<file path="config.mk">
export PLATFORM = sky130hd
export DESIGN_NAME = flag_unit
export DESIGN_NICKNAME = d
export VERILOG_FILES = /design/src/rtl/flag_unit.sv
export SDC_FILE = /design/constraint.sdc
export NUM_CORES = 1
export LEC_CHECK = 0
export BUFFER_PORTS_ARGS = -buffer_cell sky130_fd_sc_hd__buf_2
export CAP_MARGIN = 10
export CORE_AREA = 4 4 55 57
export DETAILED_ROUTE_END_ITERATION = 6
export DIE_AREA = 0 0 59 61
export PLACE_DENSITY_LB_ADDON = 0.08
export SYNTH_ARGS = -nofsm -noshare
export SYNTH_HDL_FRONTEND = slang
export SYNTH_SLANG_ARGS = --single-unit
</file>
<file path="constraint.sdc">
create_clock -name clk_i -period 2.1 [get_ports clk_i]
set_input_delay 0.105 -clock clk_i [delete_from_list [all_inputs] [get_ports clk_i]]
set_output_delay 0.105 -clock clk_i [all_outputs]
set_load 0.1 [all_outputs]
</file>
<file path="src/rtl/flag_unit.sv">
// flag_unit: NZCV flag derivation, architectural flag register, forwarding and exception shadow copy.
// Optional commit counter built only when FLAG_UNIT_STATS_EN is defined.
module flag_unit #(
  parameter int WIDTH = 32
) (
  input  logic             clk_i,
  input  logic             rst_n_i,
  input  logic             valid_i,
  input  logic             stall_i,
  input  logic             flush_i,
  input  logic [1:0]       alu_op_i,
  input  logic [WIDTH-1:0] src_a_i,
  input  logic [WIDTH-1:0] src_b_i,
  input  logic [WIDTH-1:0] result_i,
  input  logic             carry_out_i,
  input  logic [1:0]       flag_write_i,
  input  logic             cond_pass_i,
  input  logic             save_i,
  input  logic             restore_i,
  output logic [3:0]       flags_o,
  output logic [3:0]       flags_fwd_o,
  output logic             upd_o,
  output logic [15:0]      upd_count_o
);
  localparam int MSB = WIDTH - 1;
  logic [3:0] flags_q, flags_d, shadow_q, shadow_d;
  logic       upd_q, upd_d;
  logic       commit, wr_nz, wr_cv, do_restore, n_new, z_new, v_new;
  assign commit     = valid_i & cond_pass_i & ~stall_i & ~flush_i & ~restore_i;
  assign do_restore = restore_i & ~stall_i;
  assign wr_nz      = commit & flag_write_i[1];
  assign wr_cv      = commit & flag_write_i[0] & ~alu_op_i[1];
  assign n_new      = result_i[MSB];
  assign z_new      = ~|result_i;
  // ADD overflows on equal operand signs, SUB on differing signs; both need a result sign flip
  assign v_new      = ((src_a_i[MSB] ^ src_b_i[MSB]) == alu_op_i[0]) & (result_i[MSB] ^ src_a_i[MSB]);
  always_comb begin
    flags_d  = do_restore ? shadow_q :
               {wr_nz ? n_new : flags_q[3], wr_nz ? z_new : flags_q[2],
                wr_cv ? carry_out_i : flags_q[1], wr_cv ? v_new : flags_q[0]};
    shadow_d = (save_i & ~stall_i) ? flags_q : shadow_q;
    upd_d    = (commit & |flag_write_i) | do_restore;
  end
  always_ff @(posedge clk_i or negedge rst_n_i) begin
    if (!rst_n_i) begin
      flags_q  <= 4'b0000;
      shadow_q <= 4'b0000;
      upd_q    <= 1'b0;
    end else begin
      flags_q  <= flags_d;
      shadow_q <= shadow_d;
      upd_q    <= upd_d;
    end
  end
  assign flags_o     = flags_q;
  assign flags_fwd_o = flags_d;
  assign upd_o       = upd_q;
`ifdef FLAG_UNIT_STATS_EN
  logic [15:0] cnt_q, cnt_d;
  always_comb cnt_d = ((wr_nz | wr_cv) & ~&cnt_q) ? cnt_q + 16'd1 : cnt_q;
  always_ff @(posedge clk_i or negedge rst_n_i) begin
    if (!rst_n_i) cnt_q <= 16'h0000;
    else cnt_q <= cnt_d;
  end
  assign upd_count_o = cnt_q;
`else
  assign upd_count_o = 16'h0000;
`endif
endmodule

</file>
* Word level (Yosys, flattened, before mapping)
Index checks and enable logic that the tools add are counted.
Cells by class: add/subtract/negate cells 0, multipliers 0, div/mod/pow operators 0, magnitude comparators 0, equality and inequality tests 1, shift-type cells 0, multiplexer cells 5, bitwise operators 18, reduce and logical (&&, ||, !) cells 3
Operator list (count):
- 32-bit OR reduction | 1
- 1-bit bitwise AND | 11
- 1-bit 2-to-1 mux | 4
- 4-bit 2-to-1 mux | 1
- 1-bit inverter | 4
- 2-bit OR reduction | 1
- 1-bit XOR | 2
- 1-bit equality test | 1
- 1-bit logical NOT | 1
- 1-bit bitwise OR | 1
Word-level totals: register bits 9, bits in latches 0, bits in writable memories 0, bits in read-only memories 0, output and inout port bits 25, memories 0

* Depth between registers and ports, before layout
Gate-level depths: netlist of the first run.
depth in word-level cells 8, gate-level depth with buffers 4, gate-level depth less buffers 4

* Worst setup path before layout of the first run
No wires, ideal clock.
kind register -> register, from register flags_q[0], in the netlist flags_o[0], to register flags_q[0], in the netlist flags_o[0], setup time 353 ps, data arrival time 3251 ps, path slack -1504 ps, cell stages (with the launch flop) 3, buffers on the path 0, cell sequence dfrtp_1 -> mux2i_1 -> o21ai_0
Between the ends: cells in the longest elaborated chain, start to end 2
RTL lines:
- start: declaration | line 26 | logic [3:0] flags_q, flags_d, shadow_q, shadow_d;
- start signal: assignment | line 50 | flags_q <= flags_d;
- 1-bit 2-to-1 mux | line 40 | wr_cv ? carry_out_i : flags_q[1], wr_cv ? v_new : flags_q[0]};
- 4-bit 2-to-1 mux | line 38 | flags_d = do_restore ? shadow_q :
- named net flags_fwd_o[0] | line 21 | output logic [3:0] flags_fwd_o,
The timed path passes the listed nets, and every way through them passes these cells. A chain may end at the register's enable or synchronous reset.

* Final worst setup path of the first run
from input result_i[8], to output flags_fwd_o[2]
Between the ends: cells in the longest elaborated chain, start to end 4
RTL lines:
- start: declaration | line 14 | input logic [WIDTH-1:0] result_i,
- 32-bit OR reduction | line 34 | assign z_new = ~|result_i;
- 1-bit logical NOT | line 34
- 1-bit 2-to-1 mux | line 39 | {wr_nz ? n_new : flags_q[3], wr_nz ? z_new : flags_q[2],
- 4-bit 2-to-1 mux | line 38
- end: declaration | line 21
No other way between the ends.

==> results of run 1 <==
power breakdown:
group / internal (mW) / leakage [nW] / switching [mW] / total, mW
combinational: 0.0780 / 0.404 / 0.353 / 0.431
clock: 0.0728 / 0.0150 / 0.0541 / 0.127
sequential: 0.197 / 0.123 / 0.0132 / 0.211
worst register-to-register path, cell delays in order, from the launching register on:
cell and delay [ps]:
sky130_fd_sc_hd__dfrtp_1 370, sky130_fd_sc_hd__a22o_1 210, sky130_fd_sc_hd__a21o_1 170
cell type report:
type,instances,share of cell area
Tap cell,30,0.0400
Sequential cell,9,0.240
Timing Repair Buffer,57,0.312
Clock buffer,4,0.0280
Multi-Input combinational cell,54,0.380
metal layers:
| metal | track usage | wire (microns) |
|---|---|---|
| met1 | 0.124 | 677 |
| met2 | 0.169 | 797 |
| met3 | 0.0511 | 279 |
| met4 | 0.0194 | 0 |
| met5 | 0 | 0 |
cell families (layout without fill, tap and decap cells):
group / Yosys count / after routing
muxes: 7 / 7
other: 1 / 16
DFF: 9 / 9
AOI/OAI and AO/OA: 6 / 6
xor gates and xnor gates: 1 / 1
buffers and inverters: 17 / 61
and+or+nand+nor: 24 / 24
timing repair:
item                                    in CTS  in global routing
hold endpoints to repair                     9                  0
hold buffers                                 1                  0
endpoints found under the setup margin       0                  0
registers in the layout, summed over array words and instances (netlist names):
register  flops
flags_o       4
shadow_q      4
upd_o         1
stage by stage:
| step | power (mW) | hold slack [ps] | area, sq um |
|---|---|---|---|
| after floorplan | 0.587 | -191 | 713 |
| after global placement | 0.644 | -32.2 | 902 |
| after detailed placement | 0.646 | -36.4 | 902 |
| after CTS | 0.779 | 116 | 938 |
| after global routing | 0.818 | 111 | 938 |
| final | 0.769 | 115 | 938 |
final timing paths:
| check | slack (ps) | endpoint | startpoint | cells after the start |
|---|---|---|---|---|
| max | 550 | flags_fwd_o[2] | result_i[8] | 6 |
| min | 120 | upd_o | flag_write_i[0] | 3 |
| max reg2reg | 1250 | flags_o[3] | shadow_q[3] | 2 |
| min reg2reg | 510 | shadow_q[0] | shadow_q[0] | 1 |
| max in group asynchronous | 1700 | shadow_q[3] | rst_n_i | 2 |
| min in group asynchronous | 220 | shadow_q[1] | rst_n_i | 2 |
placed cells by master (no fill, tap or decap):
cell	instances
sky130_fd_sc_hd__buf_4	1
sky130_fd_sc_hd__and3b_2	1
sky130_fd_sc_hd__a21o_1	1
sky130_fd_sc_hd__nand4_1	2
sky130_fd_sc_hd__mux2i_1	3
sky130_fd_sc_hd__nor2_1	1
sky130_fd_sc_hd__nor2b_1	1
sky130_fd_sc_hd__nand4b_1	1
sky130_fd_sc_hd__xor2_1	1
sky130_fd_sc_hd__nand3_1	1
sky130_fd_sc_hd__dlygate4sd3_1	1
sky130_fd_sc_hd__nand2b_1	4
sky130_fd_sc_hd__clkbuf_4	3
sky130_fd_sc_hd__nor2_2	1
sky130_fd_sc_hd__a221o_1	1
sky130_fd_sc_hd__o21ai_4	2
sky130_fd_sc_hd__nor4_1	8
sky130_fd_sc_hd__nand2_1	2
sky130_fd_sc_hd__clkbuf_1	1
sky130_fd_sc_hd__a22o_1	1
sky130_fd_sc_hd__buf_2	55
sky130_fd_sc_hd__dfrtp_1	9
sky130_fd_sc_hd__mux2_2	4
sky130_fd_sc_hd__and3_1	1
sky130_fd_sc_hd__nor3_1	1
sky130_fd_sc_hd__o211ai_1	1
sky130_fd_sc_hd__conb_1	16
==> results.md, run 1 <==
Run status:
- The run finished with clean final reports.

Finish:
- Excluding fillers, the count of instances in the completed layout stands at 154.
- The filler cells instantiated in the layout total 276.
- From synthesis to final layout, the design area changed by 47.9%.
- In the final design database the tool counted 234 nets.
- The final standard cell utilization of the core is 0.379.
- The combined flip-flop and latch cell area is 225 sq um.
- In the final layout, the share of cells above drive strength 1 is 0.540.
- 0 antenna diodes ended up in the layout.
- The multi-input combinational cells in the finished layout cover a total of 357 sq um.

Worst setup path:
- Together, buffers and inverters on the worst path number 2.
- At the worst endpoint, the required time is 2000 ps.
- Traced cell by cell, the critical path runs through buf_2 -> nor4_1 -> nand4_1 -> nor3_1 -> a221o_1 -> buf_2.
- The delay of the slowest cell on the worst path is 430 ps.
- Among cell families on the critical path, the largest total delay comes from simple AND/OR/NAND/NOR gates.
- STA classifies the critical path endpoint as a primary output.
- For the worst setup path, the data arrival time is 1450 ps.
- Along the worst path, the maximum fanout reaches 2.
- The kind of critical path is primary input to primary output.
- For this design, the slowest cell found on the critical path is sky130_fd_sc_hd__buf_2.
- The cell that appears most often on the critical path is sky130_fd_sc_hd__buf_2.
- The type of origin of the critical path is a primary input.

Synth:
- The synthesized area per cell is 9.76 sq um.
- Sorting the synthesized cells by how often they occur yields sky130_fd_sc_hd__buf_4, sky130_fd_sc_hd__dfrtp_1, sky130_fd_sc_hd__nor4_1, sky130_fd_sc_hd__mux2_2, sky130_fd_sc_hd__nand2b_1.
- The post-synthesis register bit count is 9.
- For this run, the register share of the synthesized area comes to 0.355.
- The share of flip-flops with an asynchronous set or reset is 1.00.
- The area fraction in compound gates after synthesis is 0.0690.
- The main combinational cell family by area after synthesis is simple AND/OR/NAND/NOR gates.
- Of the total synthesized cell area, the portion taken by XOR and XNOR cells is 0.0138.
- The dominant synthesized flop cell is sky130_fd_sc_hd__dfrtp_1.
- The synthesized instance count is 65.
- The dominant cell type by area after synthesis is sky130_fd_sc_hd__dfrtp_1.
- For this run, the number of Yosys warnings is 0.
- Yosys attributes the largest share of cell area to sky130_fd_sc_hd__dfrtp_1, sky130_fd_sc_hd__buf_4, sky130_fd_sc_hd__nor4_1, sky130_fd_sc_hd__mux2_2, sky130_fd_sc_hd__mux2i_1.
- The simple-gate portion of the synthesized area is 0.231.
- The portion of synthesized area spent on multiplexers is 0.118.
- Of the total synthesized cell area, the portion taken by full adders, half adders and majority gates is 0.
- The most frequently used cell type in the post-synthesis netlist is sky130_fd_sc_hd__buf_4.
- The count of different cell masters after synthesis is 25.
- The count of flip-flops with a built-in enable after synthesis is 0.
- The area share of the largest cell type after synthesis is 0.355.
- The netlist area before placement is 634 sq um.

Die:
- The initial utilization of the core area, before any placement, comes to 0.256.
- The total core area is 2480 sq um.
- 134 I/O pins were placed.
- The floorplan has 18 rows.
- The full die area is 3600 sq um.
- The die width is 59 microns.
- The die is 61 microns tall.

Power:
- For this design the static power due to leakage is 0.542 nW.
- IR analysis of the VDD net gives a maximum drop of 633 uV.
- In this run the power density over the cells is 819 nW/um^2.

STA:
- Between clock sinks in the finished design, the worst skew comes to 4.12 ps.
- The final worst slack is 549 ps.
- The final sum of negative setup slack is 0 ps.
- The number of slew-limit violations in the final report is 0.
- The final cycle utilization of the critical path is 0.738.
- The final hold violation count is 0.
- The routed design could run at a clock period as short as 1550 ps.
- Setup repair after global routing left no endpoint under its margin.
- Setup violations remaining at the end of the flow were counted as 0.
- Timing would allow up to 645 MHz.

Routing:
- Once detail routing completed, the nets flagged for antenna violations numbered 0.
- The routed layout has 651 vias.
- For this block, the routed nets add up to 1.75 mm of wire.
- In the final routed layout, each cell accounts on average for 11.4 microns.
- The first-pass iteration count of the detailed router is 4.
- In the routed layout, each cell is associated on average with a via count of 4.23.
- The DRC marker count from the first detailed-route iteration is 5.
- The remaining design rule violation count is 0.

GRT:
- The total global routing track utilization is 0.103.
- The remaining global-route overflow is 0.
- The number of antenna violations at the first check in global routing is 0.
- The number of global-route vias before repair is 675.
- Entering global routing, the biggest net connects 10 pins.
- The first global-routing pass estimated 2.79 mm of wire.

Placement:
- Timing analysis after detailed placement gives a worst setup slack of 502 ps.
- The estimated wirelength of the detail-placed design is 1.58 mm.
- The number of instances in the placed design is 149.
- Routability-driven placement finished with a final weighted congestion of 0.666.
- The count of port buffers added during placement is 55.

Worst hold path:
- The tightest min-delay check is of the primary input to flop type.

Clock tree:
- The maximum clock insertion buffer count is 2.
- The buffer type at the clock tree root is sky130_fd_sc_hd__clkbuf_4.
- TritonCTS built the clock tree.
- The clock latency at the later pin of the worst-skew pair is 250 ps.
- CTS built an H-tree with a depth of 1.
- The clock drives 9 sinks.
- The CTS buffer count is 3.
- Post-CTS timing repair inserted 0 buffers for setup.
- After clock tree synthesis, the clock-pin slew on the worst setup and hold paths is 60 ps.
- After clock tree synthesis, the repair step resized 0 gates.

Run:
- The number of maximum-capacitance constraint violations is 0.
Power figures use the tool's default switching activity.
==> inputs of run 2 (changes only) <==
- ABC_AREA: unset -> 1
- CORE_AREA: 4 4 55 57 -> 4 4 61 63
- DIE_AREA: 0 0 59 61 -> 0 0 65 67
- clock period: 2.1 -> 1.27 ns (I/O delays scaled with it)
==> results.md, run 2 <==
Run status:
- The flow ran to the end, and the final reports show no timing, DRC or antenna violations.

Synth:
- The most frequently used cell type in the post-synthesis netlist is sky130_fd_sc_hd__nand2_1.
- In the synthesized netlist, the cells that appear most often are sky130_fd_sc_hd__nand2_1, sky130_fd_sc_hd__nor2_1, sky130_fd_sc_hd__buf_4, sky130_fd_sc_hd__inv_1, sky130_fd_sc_hd__dfrtp_1.
- The share of flip-flops with an asynchronous set or reset was 1.00 (unchanged).
- The count of warnings emitted by yosys is 0 (unchanged).
- The post-synthesis register bit count came to 9 (unchanged).
- The synthesized area per cell came to 6.45 sq um (-34%).
- The count of different cell masters after synthesis is 17 (-32%).
- The area share of the largest cell type after synthesis came to 0.306 (-0.0489).
- Yosys attributes the largest share of cell area to sky130_fd_sc_hd__dfrtp_1, sky130_fd_sc_hd__nand2_1, sky130_fd_sc_hd__buf_4, sky130_fd_sc_hd__nor2_1, sky130_fd_sc_hd__inv_1.
- The biggest area contributor in the post-synthesis netlist is sky130_fd_sc_hd__dfrtp_1.
- The dominant synthesized flop cell is sky130_fd_sc_hd__dfrtp_1.
- The share of the yosys chip area belonging to registers is 0.306 (-0.0489).
- The synthesized instance count is 114 (+75%).
- The count of flip-flops with a built-in enable after synthesis came to 0 (unchanged).
- The netlist area before placement is 736 sq um (+16%).

Routing:
- The wire length reported by the detailed router is 2.02 mm (+15%).
- The remaining design rule violation count came to 0 (unchanged).
- The DRC marker count from the first detailed-route iteration is 6 (+1).
- The first-pass iteration count of the detailed router is 4 (unchanged).
- The detailed-route vias per instance came to 3.80 (-10%).
- The total vias in the final route came to 836 (+28%).
- The remaining antenna violation count is 0 (unchanged).
- The detailed-route wire length per cell is 9.18 microns (-19%).

Worst setup path:
- The type of origin of the critical path is a flop.
- The highest fanout seen on the critical path is 2 (unchanged).
- The reg-to-reg startpoint is flags_o[1].
- The arrival time reported for the critical path endpoint is 1170 ps (-280 ps).
- STA classifies the critical path endpoint as a primary output.
- The origin of the worst setup path is flags_o[3].
- The kind of critical path is flop to primary output.
- The data required time at the worst endpoint is 1210 ps (-790 ps).

STA:
- Static timing analysis puts the maximum clock frequency at 812 MHz.
- The final cycle utilization of the critical path is 0.969.
- The final worst slack was 39.0 ps (-510 ps).
- Setup repair after global routing could not meet its margin everywhere.
- The final hold violation count was 0 (unchanged).
- The number of slew-limit violations in the final report was 0 (unchanged).
- The final-report setup violation count is 0 (unchanged).
- The largest clock skew in the final design is 0.129 ps (-3.99 ps).
- The minimum clock period is 1230 ps.

Finish:
- Leaving out fill and tap cells, the most frequent cells in the layout are sky130_fd_sc_hd__buf_2, sky130_fd_sc_hd__nand2_1, sky130_fd_sc_hd__nor2_1.
- The final standard cell utilization of the core was 0.358 (-0.0203).
- The share of cells above drive strength 1 is 0.483 (-0.0576).
- The antenna diode instance count is 0 (unchanged).
- The total number of nets in the final design came to 284 (+21%).
- Leaving out fill and tap cells, the most frequent cell in the layout is sky130_fd_sc_hd__buf_2.
- The area growth from synthesis to final layout is 57.5%.
- The filler cell count came to 368 (+33%).

GRT:
- The number of global-route vias before repair is 765 (+13%).
- The remaining global-route overflow is 0 (unchanged).
- The wire length of the first global-routing pass is 3.11 mm (+11%).
- The number of antenna violations at the first check in global routing is 0 (unchanged).
- The pin count of the biggest net entering global routing is 10 (unchanged).
- The total global routing track utilization is 0.0931 (-0.0102).

Die:
- The number of cell rows was 21 (+3).
- The total core area is 3230 sq um (+30%).
- The full die area is 4360 sq um (+21%).
- The starting density of the core is 0.228 (-0.0284).
- The height of the die is 67 microns (+9.8%).
- The top-level port count came to 134 (unchanged).
- The die width is 65 microns (+10%).

Clock tree:
- The clock sink count is 9 (unchanged).
- The CTS tree is built.
- The clock-pin slew of the registers on the worst-case setup and hold paths is 70 ps (about the same).
- The clock latency at the later pin of the worst-skew pair is 250 ps (about the same).
- The CTS buffer count is 3 (unchanged).
- The level count of the clock H-tree is 1 (unchanged).
- The buffer type at the clock tree root is sky130_fd_sc_hd__clkbuf_4.
- The maximum clock insertion buffer count came to 2 (unchanged).

Placement:
- The estimated wirelength of the detail-placed design is 1.80 mm (+14%).
- The count of port buffers added during placement is 55 (unchanged).
- The worst setup timing slack at the placement stage is 172 ps (-330 ps).
- The weighted congestion at the end of routability-driven global placement is 0.723 (+8.6%).

Run:
- The number of maximum-capacitance constraint violations is 0 (unchanged).

Power:
- The net switching power of the design is 0.802 mW (+91%).
- The largest voltage drop on the vdd net is 280 uV (-56%).
- The relative contribution of sequential cells to total power is 0.248 (-0.026).
- The proportion of power drawn by the clock network is 0.151 (-0.014).
- The proportion of total power due to net switching is 0.545 (-0.00187).
- The leakage power summed over all cells is 0.652 nW (+20%).
- The total power per unit cell area is 1270 nW/um^2 (+55%).
- The part of the power in combinational logic came to 0.601 (+0.040).
- The cell-internal power is 0.669 mW (+92%).

Worst hold path:
- The startpoint of the worst hold path is flag_write_i[0].
- The worst hold path belongs to the class primary input to flop.
run 2: what timing repair did:
| item | in CTS | in global routing |
|---|---|---|
| setup buffers | 0 | 1 |
| hold endpoints to repair | 9 | 0 |
| hold buffers | 1 | 0 |
| pin swaps | 0 | 4 |
| setup endpoints to repair | 1 | 3 |
| resized for setup | 1 | 3 |
run 2: per-layer routing:
metal	routed length [microns]	up-vias	track usage
met4	25	0	0.0475
met3	168	2	0.0169
met2	1010	38	0.167
met5	0	-	0
li1	-	430	-
met1	819	366	0.104
run 2: critical path, stage by stage (launching register included):
cell	delay [ps]
sky130_fd_sc_hd__dfrtp_2	360
sky130_fd_sc_hd__inv_2	40
sky130_fd_sc_hd__o211ai_1	290
sky130_fd_sc_hd__buf_12	220
run 2: final timing paths:
kind,to,slack [ps],depth (start not counted)
max,flags_fwd_o[3],40,3
min,upd_o,80,3
max reg2reg,flags_o[1],320,5
min reg2reg,shadow_q[1],500,2
max in group asynchronous,flags_o[2],880,2
min in group asynchronous,flags_o[1],180,2
run 2: through the flow:
step | instance area (sq um) | total power [mW] | setup TNS, ps | hold slack, ps | instances
final | 1160 | 1.47 | 0 | 82.8 | 220
after detailed placement | 1100 | 1.24 | 0 | -66.8 | 214
after floorplan | 827 | 1.05 | -2290 | -232 | 129
after CTS | 1140 | 1.47 | 0 | 78.5 | 219
after global placement | 1100 | 1.23 | 0 | -69.2 | 214
after global routing | 1160 | 1.54 | -48.0 | 122 | 220
run 2: logic make-up after synthesis:
group	after synthesis	synth area share
other cells	1	0.00510
simple gates	68	0.403
buf+inv	31	0.240
compound gates	4	0.0306
flops	9	0.306
mux	1	0.0153
run 2: final cells by class:
class / count / area [sq um] / area share
inverters: 15 / 56.3 / 0.0486
multi-input cells: 89 / 428 / 0.369
flip-flops and latches: 9 / 238 / 0.205
clock buffers: 4 / 26.3 / 0.0227
repair buffers: 57 / 353 / 0.305
well taps: 46 / 57.6 / 0.0497
run 2: power by group through the flow:
stage          Combinational (mW)  Sequential [mW]  Clock [mW]
3_3_place_gp                0.866            0.369           0
5_1_grt                     0.925            0.371       0.244
2_1_floorplan               0.515            0.537           0
4_1_cts                     0.876            0.366       0.232
3_5_place_dp                0.869            0.371           0
6_report                    0.883            0.365       0.222
==> inputs of run 3 (changes only) <==
- ABC_AREA: 1 -> unset
- CORE_AREA: 4 4 61 63 -> 4 4 57 59
- DIE_AREA: 0 0 65 67 -> 0 0 61 63
- clock period: 1.27 -> 1.4 ns (I/O delays scaled with it)
==> results.md, run 3 (same netlist as run 1, synthesis figures left out) <==
Worst setup path:
- The arrival time reported for the critical path endpoint is 1280 ps (+110 ps).
- The number of buffer and inverter instances along the worst setup path is 1 (-1).
- The critical path goes through a221o_4 -> buf_12.
- STA classifies the critical path endpoint as a primary output.
- The type of origin of the critical path is a flop.
- The highest fanout seen on the critical path is 3 (+1).
- The delay of the slowest cell on the worst path is 420 ps (+60 ps).
- The worst-case register-to-register setup slack is 430 ps (+110 ps).
- The data required time at the worst endpoint is 1330 ps (+120 ps).
- The cell at the slowest stage of the critical path is sky130_fd_sc_hd__dfrtp_2.
- The cell family with the largest share of critical-path delay is flip-flops.
- The setup path with the least slack is of type flop to primary output.

Finish:
- The library cells used most frequently in the layout, excluding fill and tap cells, are sky130_fd_sc_hd__buf_2, sky130_fd_sc_hd__conb_1, sky130_fd_sc_hd__nor4_1.
- The share of cells above drive strength 1 is 0.616 (+0.133).
- The area growth from synthesis to final layout is 64.5%.
- The final non-filler cell total is 156 (-29%).
- The antenna diode instance count is 0 (unchanged).
- Leaving out fill and tap cells, the most frequent cell in the layout is sky130_fd_sc_hd__buf_2.
- The filler cell count is 279 (-24%).
- The total number of nets in the final design came to 235 (-17%).
- The final instance area is 1040 sq um (-9.9%).

STA:
- The final-report setup violation count is 0 (unchanged).
- The number of slew-limit violations in the final report is 0 (unchanged).
- The worst hold margin is 70.2 ps (-12.6 ps).
- The largest clock skew in the final design is 1.25 ps (+1.12 ps).
- The maximum clock frequency is 740 MHz.
- The routed design could run at a clock period as short as 1350 ps.
- The final hold violation count is 0 (unchanged).
- Dividing the final minimum period by the clock period gives 0.966.
- Setup repair after global routing left no endpoint under its margin.

GRT:
- The wire length of the first global-routing pass was 2.58 mm (-17%).
- The number of global-route vias before repair is 624 (-18%).
- The pin count of the biggest net entering global routing came to 10 (unchanged).
- The remaining global-route overflow is 0 (unchanged).
- The number of antenna violations at the first check in global routing is 0 (unchanged).
- The total global routing track utilization is 0.0900 (-0.00305).

Die:
- The die width came to 61 microns (-6.2%).
- The number of cell rows is 19 (-9.5%).
- The full die area is 3840 sq um (-12%).
- The total core area was 2710 sq um (-16%).
- The starting density of the core is 0.234 (+0.00643).
- The height of the die is 63 microns (-6.0%).
- The top-level port count is 134 (unchanged).

Clock tree:
- The CTS buffer count is 3 (unchanged).
- The clock latency at the later pin of the worst-skew pair is 260 ps (about the same).
- The clock-pin slew of the registers on the worst-case setup and hold paths is 60 ps (about the same).
- The maximum clock insertion buffer count is 2 (unchanged).
- The clock sink count was 9 (unchanged).
- The level count of the clock H-tree was 1 (unchanged).
- The CTS tree is built.
- The number of buffers added for setup after CTS is 0 (unchanged).
- The buffer type at the clock tree root is sky130_fd_sc_hd__clkbuf_4.

Power:
- The leakage power summed over all cells is 0.544 nW (-17%).
- The largest voltage drop on the vdd net is 786 uV (+180%).
- The total power per unit cell area is 1200 nW/um^2 (-5.8%).

Placement:
- The placed cell area is 1000 sq um (-9.0%).
- The weighted congestion at the end of routability-driven global placement is 0.666 (-7.9%).
- The count of port buffers added during placement is 55 (unchanged).
- The number of instances in the placed design came to 151 (-29%).
- The estimated wirelength of the detail-placed design came to 1.56 mm (-14%).

Run:
- The number of maximum-capacitance constraint violations is 0 (unchanged).

Routing:
- The DRC marker count from the first detailed-route iteration is 8 (+2).
- The total vias in the final route was 676 (-19%).
- The detailed-route vias per instance is 4.33 (+14%).
- The remaining antenna violation count is 0 (unchanged).
- The detailed-route wire length per cell came to 11.0 microns (+20%).
- The first-pass iteration count of the detailed router came to 2 (-2).
- The wire length reported by the detailed router came to 1.72 mm (-15%).
- The remaining design rule violation count was 0 (unchanged).

Worst hold path:
- The classification of the worst-slack hold path is primary input to flop.

Run status:
- The flow ran to the end, and the final reports show no timing, DRC or antenna violations.
-- run 3: cell types whose count changed in the layout (fill, tap and decap cells not counted), moves of 7 or more --
cell	previous run	this run
sky130_fd_sc_hd__nand2_1	30	2
sky130_fd_sc_hd__inv_2	7	0
sky130_fd_sc_hd__inv_1	7	0
sky130_fd_sc_hd__nor2_1	21	1
sky130_fd_sc_hd__nor4_1	0	7
-- run 3: through the flow --
step           TNS, ps  power [mW]   util  setup WS (ps)
2_1_floorplan     -279       0.899      -           -132
3_3_place_gp         0        1.05  0.369           76.4
3_5_place_dp         0        1.05  0.369           64.1
4_1_cts              0        1.26  0.383           31.9
5_1_grt              0        1.31  0.385           6.03
6_report             0        1.25  0.385           48.2
-- run 3: path summary, 6_finish.rpt --
path	start	end	cells after the start
max	flags_o[2]	flags_fwd_o[2]	2
min	flag_write_i[0]	upd_o	3
max reg2reg	flags_o[2]	flags_o[2]	1
min reg2reg	shadow_q[0]	shadow_q[0]	1
max in group asynchronous	rst_n_i	flags_o[1]	2
min in group asynchronous	rst_n_i	shadow_q[3]	2
-- run 3: metal layers --
layer,share of wire,track usage,wire (microns)
met1,0.36,0.101,615
met2,0.51,0.154,871
met3,0.13,0.0289,217
met4,0.0081,0.0325,14
met5,0,0,0
-- run 3: what timing repair did --
item                                    CTS  global route
hold endpoints to repair                  9             0
endpoints found under the setup margin    0             1
resized for setup                         0             1
hold buffers                              1             0
-- run 3: final cells by class --
class	instances	area, sq um	share of cell area
clock buffer	4	26.3	0.0252
multi-input combinational	54	383	0.367
sequential	9	235	0.225
tap	31	38.8	0.0372
timing repair buffer	58	360	0.345
-- run 3: power breakdown --
group,switching [mW],internal [mW]
Sequential,0.0233,0.303
Combinational,0.540,0.181
Clock,0.0903,0.110
